$ cat config.mk
export PLATFORM = sky130hd
export DESIGN_NAME = dpram_stream_reader
export DESIGN_NICKNAME = d
export VERILOG_FILES = /design/src/rtl/dpram_stream_reader.sv
export SDC_FILE = /design/constraint.sdc
export NUM_CORES = 1
export LEC_CHECK = 0
export CAP_MARGIN = 20
export CORE_MARGIN = 2
export CORE_UTILIZATION = 53
export CTS_CLUSTER_SIZE = 16
export DETAILED_ROUTE_END_ITERATION = 8
export PLACE_DENSITY = 0.79
export SYNTH_ARGS = -nofsm -noshare
export SYNTH_HDL_FRONTEND = slang
export SYNTH_SLANG_ARGS = --single-unit
$ cat constraint.sdc
create_clock -name clk -period 3.93 [get_ports clk]
set_input_delay 0.393 -clock clk [delete_from_list [all_inputs] [get_ports clk]]
set_output_delay 0.393 -clock clk [all_outputs]
set_load 0.005 [all_outputs]
$ cat src/rtl/dpram_stream_reader.sv
// Block reader for the simple_dpram read port: fetches length words starting at
// base_addr and streams them in address order through a credit-limited skid FIFO.
module dpram_stream_reader #(
    parameter int ADDR_W     = 8,
    parameter int DATA_W     = 32,
    parameter int RD_LATENCY = 1
) (
    input  logic              clk,
    input  logic              rst_n,
    input  logic              start,
    input  logic [ADDR_W-1:0] base_addr,
    input  logic [ADDR_W:0]   length,
    output logic              busy,
    output logic              done,
    output logic              ram_rd_en,
    output logic [ADDR_W-1:0] ram_rd_addr,
    input  logic [DATA_W-1:0] ram_rd_data,
    output logic              out_valid,
    input  logic              out_ready,
    output logic [DATA_W-1:0] out_data,
    output logic              out_last,
    output logic [1:0]        dbg_state
);

    // Stream handshake: a word transfers on a rising edge where out_valid and
    // out_ready are both high; out_valid/out_data/out_last never depend on out_ready.

    localparam int DEPTH = RD_LATENCY + 2;
    localparam int PTR_W = $clog2(DEPTH);
    localparam int CNT_W = $clog2(DEPTH + 1);

    typedef enum logic [1:0] {
        S_IDLE = 2'd0,
        S_RUN  = 2'd1,
        S_DONE = 2'd2
    } state_t;

    state_t state, state_next;

    logic [ADDR_W:0]         len_q;
    logic [ADDR_W:0]         issued_q;
    logic [ADDR_W-1:0]       addr_q;
    logic [RD_LATENCY-1:0]   pipe_vld;
    logic [RD_LATENCY-1:0]   pipe_last;
    logic [DATA_W-1:0]       mem_data [DEPTH];
    logic                    mem_last [DEPTH];
    logic [PTR_W-1:0]        wr_ptr;
    logic [PTR_W-1:0]        rd_ptr;
    logic [CNT_W-1:0]        count;
    logic [CNT_W-1:0]        inflight;
    logic                    credit_ok;
    logic                    issue;
    logic                    issue_last;
    logic                    push;
    logic                    pop;

    always_comb begin
        inflight = '0;
        for (int i = 0; i < RD_LATENCY; i++) begin
            inflight = inflight + CNT_W'(pipe_vld[i]);
        end
    end

    // Every issued read already owns a FIFO slot, so the buffer cannot overflow.
    assign credit_ok  = ({1'b0, inflight} + {1'b0, count}) < (CNT_W + 1)'(DEPTH);
    assign issue      = (state == S_RUN) && (issued_q < len_q) && credit_ok;
    assign issue_last = (issued_q == (len_q - (ADDR_W + 1)'(1)));
    assign push       = pipe_vld[RD_LATENCY-1];
    assign pop        = out_valid && out_ready;

    always_comb begin
        state_next  = state;
        busy        = 1'b0;
        done        = 1'b0;
        ram_rd_en   = issue;
        ram_rd_addr = addr_q;
        out_valid   = (count != '0);
        out_data    = '0;
        out_last    = 1'b0;
        dbg_state   = state;
        if (out_valid) begin
            out_data = mem_data[rd_ptr];
            out_last = mem_last[rd_ptr];
        end
        case (state)
            S_IDLE: begin
                if (start) begin
                    state_next = (length == '0) ? S_DONE : S_RUN;
                end
            end
            S_RUN: begin
                busy = 1'b1;
                if (pop && out_last) begin
                    state_next = S_DONE;
                end
            end
            S_DONE: begin
                done       = 1'b1;
                state_next = S_IDLE;
            end
            default: state_next = S_IDLE;
        endcase
    end

    always_ff @(posedge clk or negedge rst_n) begin
        if (!rst_n) begin
            state <= S_IDLE;
        end else begin
            state <= state_next;
        end
    end

    always_ff @(posedge clk or negedge rst_n) begin
        if (!rst_n) begin
            len_q    <= '0;
            issued_q <= '0;
            addr_q   <= '0;
        end else if (state == S_IDLE && start && length != '0) begin
            len_q    <= length;
            issued_q <= '0;
            addr_q   <= base_addr;
        end else if (issue) begin
            issued_q <= issued_q + (ADDR_W + 1)'(1);
            addr_q   <= addr_q + ADDR_W'(1);
        end
    end

    // Issue strobes ride alongside the RAM pipeline; the tail marks valid read data.
    always_ff @(posedge clk or negedge rst_n) begin
        if (!rst_n) begin
            pipe_vld  <= '0;
            pipe_last <= '0;
        end else begin
            pipe_vld[0]  <= issue;
            pipe_last[0] <= issue && issue_last;
            for (int i = 1; i < RD_LATENCY; i++) begin
                pipe_vld[i]  <= pipe_vld[i-1];
                pipe_last[i] <= pipe_last[i-1];
            end
        end
    end

    always_ff @(posedge clk) begin
        if (push) begin
            mem_data[wr_ptr] <= ram_rd_data;
            mem_last[wr_ptr] <= pipe_last[RD_LATENCY-1];
        end
    end

    always_ff @(posedge clk or negedge rst_n) begin
        if (!rst_n) begin
            wr_ptr <= '0;
            rd_ptr <= '0;
            count  <= '0;
        end else begin
            if (push) begin
                wr_ptr <= (wr_ptr == PTR_W'(DEPTH - 1)) ? '0 : wr_ptr + PTR_W'(1);
            end
            if (pop) begin
                rd_ptr <= (rd_ptr == PTR_W'(DEPTH - 1)) ? '0 : rd_ptr + PTR_W'(1);
            end
            case ({push, pop})
                2'b10:   count <= count + CNT_W'(1);
                2'b01:   count <= count - CNT_W'(1);
                default: count <= count;
            endcase
        end
    end

endmodule

== Word-level counts from Yosys, hierarchy flattened ==
Memories as Yosys holds them, arrays and structs flattened.
Cells that the tools add are included.

* Add/sub/neg operators: 8
* Order comparisons: 2
* Eq/ne operators: 9
* Multiplexer cells: 17
* Reductions and logical operators: 14

{| class="wikitable"
|+ Operator list
! cell !! number
|-
| two-way mux 32 bit || 1
|-
| two-way mux 9 bit || 2
|-
| two-way mux 8 bit || 2
|-
| two-way mux 2 bit || 5
|-
| adder 9 x 1 -> 9 bit (second input constant) || 1
|-
| == test 9 bit || 1
|-
| zero test 9 bit || 1
|-
| less-than comparator 9 bit || 1
|-
| nonzero test 9 bit || 1
|-
| subtractor 9 x 1 -> 9 bit (second input constant) || 1
|-
| adder 8 x 1 -> 8 bit (second input constant) || 1
|-
| == test 2 bit (second input constant) || 4
|-
| one-hot mux 2 bit (2 select lines) || 2
|-
| logical AND 1 bit || 7
|-
| adder 2 x 1 -> 2 bit (second input constant) || 3
|-
| nonzero test 2 bit || 3
|-
| two-way mux 1 bit || 5
|-
| == test 2 x 1 -> 1 bit (second input constant) || 2
|-
| adder 1 x 2 -> 3 bit || 1
|-
| less-than comparator 3 x 2 -> 1 bit (second input constant) || 1
|-
| zero test 2 bit || 1
|-
| inequality test 2 x 1 -> 1 bit (second input constant) || 1
|-
| inequality test 2 bit (second input constant) || 1
|-
| AND reduction 2 bit || 1
|-
| subtractor 2 x 1 -> 2 bit (second input constant) || 1
|}

* Register bits: 36
* Bits in writable memories: 99
* Bits of input ports: 53
* Output and inout port bits: 47
* Logic and storage cells: 61
* Memories: 2

{| class="wikitable"
|+ Memory list
! memory !! depth !! bits a word !! rd ports !! clocked after memory_dff !! write ports !! RTL line !! text
|-
| mem_data || 3 || 32 || 1 || 0 || 1 || 45 || <nowiki>logic [DATA_W-1:0] mem_data [DEPTH];</nowiki>
|-
| mem_last || 3 || 1 || 1 || 0 || 1 || 46 || <nowiki>logic mem_last [DEPTH];</nowiki>
|}

== Depth between registers and ports, before layout ==
* Depth after elaboration: 5
* Depth in mapped cells: 9
* Gate-level depth less buffers: 8

== Worst setup path after synthesis ==
No wires, ideal clock.

* Path kind: register to register
* Start: register pipe_vld
* End: memory mem_data[2][0], enable pin
* Setup time: 0.471 ns
* Data arrival time: 2.897 ns
* Required time: 3.459 ns
* Setup slack: 0.562 ns
* Cell stages (with the launch flop): 3
* Path buffers: 0
* Clock period less this slack: 3.368 ns
* Cell sequence: dfrtp_1 > inv_1 > nor3b_1

* Cells in the longest elaborated chain, start to end: 2

{| class="wikitable"
|+ RTL lines
! item !! RTL line !! text
|-
| from (decl) || 43 || <nowiki>logic [RD_LATENCY-1:0] pipe_vld;</nowiki>
|-
| from (signal, indexed assignment) || 137 || <nowiki>pipe_vld[i] <= pipe_vld[i-1];</nowiki>
|-
| two-way mux 1 bit || 144 || <nowiki>if (push) begin</nowiki>
|-
| two-way mux 1 bit (implied by the code) || 145 || <nowiki>mem_data[wr_ptr] <= ram_rd_data;</nowiki>
|-
| to (decl) || 45 ||
|}

No other way between the ends.

== Worst setup path in the final report ==
* Start: register len_q[6]
* End: output port ram_rd_en

* Cells in the longest elaborated chain, start to end: 3

{| class="wikitable"
|+ RTL lines
! item !! RTL line !! text
|-
| from (decl) || 40 || <nowiki>logic [ADDR_W:0] len_q;</nowiki>
|-
| from (signal assigned) || 119 || <nowiki>len_q <= length;</nowiki>
|-
| less-than comparator 9 bit || 66 || <nowiki>assign issue = (state == S_RUN) && (issued_q < len_q) && credit_ok;</nowiki>
|-
| logical AND 1 bit (2 in a row) || 66 ||
|-
| to (decl) || 15 || <nowiki>output logic ram_rd_en,</nowiki>
|}

No other way between the ends.

==> impl_metrics.env <==
export IMPL_critPathBufInv=2
export IMPL_synth_cells=507
export IMPL_grt_busiest_layer="met2"
export IMPL_setup_viol=0
export IMPL_antenna_found_initial=0
export IMPL_core_um2=11000
export IMPL_synth_cell_type_count=42
export IMPL_peakVddDrop_mv=0.397
export IMPL_dr_pass1_iters=5
export IMPL_port_buffers=99
export IMPL_dpl_cell_area_um2=7190
export IMPL_clock_path_buffers=2
export IMPL_cp_end_kind="primary output"
export IMPL_period_share=0.813
export IMPL_cap_violations=0
export IMPL_synthesis_area_um2=6030
export IMPL_grt_pass1_vias=4512
export IMPL_path_cells="inv_1, ha_1, a211oi_2, nand2_1, o2111a_2, nor2_1, clkdlybuf4s50_1"
export IMPL_endpoint="ram_rd_en"
export IMPL_period_needed_ns=3.20
export IMPL_tns_ns=0
export IMPL_syn_nets=575
export IMPL_cts_root_buffer="clkbuf_16"
export IMPL_use_met3=0.0634
export IMPL_ctsResizeCount=0
export IMPL_ys_seq_area_frac=0.642
export IMPL_via_per_inst=5.74
export IMPL_cts_tree="yes"
export IMPL_drive_above_1_share=0.0790
export IMPL_dp_slack_ns=1.21
export IMPL_worst_r2r_cell_count=7
export IMPL_finalNetCount=675
export IMPL_initial_core_util=0.549
export IMPL_design_die_area_um2=12300
export IMPL_worst_pin_slew_ns=1.03
export IMPL_power_total_mw=6.19
export IMPL_dp_hpwl_um=8910
export IMPL_ys_warnings_count=0
export IMPL_arrival_ns=2.80
export IMPL_powerDensity_nw_per_um2=799
export IMPL_async_reset_ff_frac=0.267
export IMPL_path_clk_slew_ns=0.07
export IMPL_rsz0062_at_grt="false"
export IMPL_grt_max_degree=68
export IMPL_yosysTopAreaCell="edfxtp_1"
export IMPL_synth_area_leaders="edfxtp_1 49%, dfrtp_1 15%, mux2i_1 5.8%, nor2_1 5.4%, a21oi_1 3.6%"
export IMPL_grtUsageTotal=0.229
export IMPL_reg2reg_to="ram_rd_addr[4]"
export IMPL_die_y_um=111
export IMPL_r2r_start="len_q[6]"
export IMPL_crit_slowest_cell="clkdlybuf4s50_1"
export IMPL_startpoint_type="flip-flop"
export IMPL_max_freq_mhz=313
export IMPL_die_w_um=111
export IMPL_gr_total_overflow=0
export IMPL_final_cell_area_um2=7740
export IMPL_status="completed"
export IMPL_crit_path_start="len_q[6]"
export IMPL_synth_top_area_frac=0.493
export IMPL_use_met2=0.392
export IMPL_slew_headroom=0.310
export IMPL_synthFlopType="edfxtp_1"
export IMPL_routed_wl_um=13700
export IMPL_mostFrequentLayoutCells="99 x clkdlybuf4s50_1, 99 x edfxtp_1, 84 x nor2_1, 43 x a21oi_1"
export IMPL_met1_usage=0.282
export IMPL_htreeDepth=4
export IMPL_cts_hold_fix_buffers=0
export IMPL_skew_ns=0.0135
export IMPL_io_pin_count=100
export IMPL_diodes=0
export IMPL_route_detailed_drc=0
export IMPL_wl_per_cell_um=18.0
export IMPL_vias=4362
export IMPL_synth_edf_count=99
export IMPL_core_rowCount=38
export IMPL_cts_made_buffers=17
export IMPL_fillers=791
export IMPL_hp_class="input port to async pin"
export IMPL_clkLatencyLatePin_ns=0.41
export IMPL_area_growth_pct=28.4
export IMPL_gp_congestion=0.865
export IMPL_grt_pass1_wl_um=22100
export IMPL_cp_top_family="buffers and inverters"
export IMPL_ys_ff_latch=135
export IMPL_path_depth=7
export IMPL_timing_final_ws_setup_ns=0.735
export IMPL_cp_required_ns=3.54
export IMPL_maxSlewViolCount=0
export IMPL_hold_viol=0
export IMPL_synth_avg_cell_area_um2=11.9
export IMPL_critical_path_max_stage_delay_ns=0.55
export IMPL_clock_sinks=135
export IMPL_antenna_left=0
export IMPL_crit_path_max_fanout=24
export IMPL_path_class="flip-flop to primary output"
export IMPL_drtIter0Drc=267
export IMPL_power_leakage_nw=2.95
export IMPL_r2r_slack_ns=1.56
export IMPL_cts_setup_buffers=0
[per-layer routing]
metal	routed length, um	vias up
li1	-	2057
met1	5820	2153
met2	6980	134
met3	632	18
met4	247	0
met5	0	-
[registers in the layout, indices dropped and copies added, names as in the netlist]
register / flops
count: 2
dbg_state: 2
issued_q: 9
len_q: 9
mem_data: 96
mem_last: 3
pipe_last: 1
pipe_vld: 1
ram_rd_addr: 8
rd_ptr: 2
wr_ptr: 2
[worst reg2reg max path: stages, from the launching register on]
cell and delay, ns:
dfrtp_1 0.42, inv_1 0.11, ha_1 0.33, a211oi_2 0.21, nand2_1 0.10, o2111a_2 0.41
or4_1 0.54, a31oi_1 0.18
[layout make-up]
type | count | area (um2) | share of cell area
Tap cell | 140 | 175 | 0.0226
Timing Repair Buffer | 107 | 1070 | 0.138
Sequential cell | 135 | 3880 | 0.501
Inverter | 16 | 60.1 | 0.00776
Multi-Input combinational cell | 330 | 2010 | 0.260
Clock buffer | 18 | 429 | 0.0554
Clock inverter | 14 | 125 | 0.0162
[worst min-delay path by stage]
| stage | slack (ns) | end | cells after the start |
|---|---|---|---|
| floorplan | 0.1 | count[0] | 0 |
| global placement | 0.46 | mem_last[2] | 0 |
| detailed placement | 0.46 | mem_last[2] | 0 |
| CTS | 0.40 | dbg_state[1] | 2 |
| global route | 0.43 | dbg_state[1] | 2 |
| finish | 0.39 | dbg_state[1] | 2 |
[synthesized netlist by cell type, types with 11 or more instances]
library cell  number
inv_1             16
clkbuf_1          21
mux2i_1           35
a21oi_1           43
nor2_1            86
nand3_1           11
o21ai_0           20
nand2_1           35
ha_1              15
edfxtp_1          99
dfrtp_1           36
[report_power, final]
part	leakage [nW]	internal, mW	switching [mW]
logic	1.33	1.21	1.36
clock network	0.262	0.874	0.615
registers	1.35	1.91	0.220
[stage by stage]
step	utilization	cells	hold WS [ns]
detailed placement	0.654	728	0.462
global placement	0.653	727	0.463
floorplan	-	507	0.0974
finish	0.705	760	0.386
global route	0.705	760	0.430
CTS	0.705	760	0.404
[kinds of logic after synthesis]
family,after synthesis,share of synthesized area
compound gates,92,0.0900
flops,135,0.642
fa+ha+maj,15,0.0311
mux,35,0.0581
simple gates,175,0.132
buf+inv,42,0.0280
xor+xnor,13,0.0189
(Power assumes the default switching activity.)
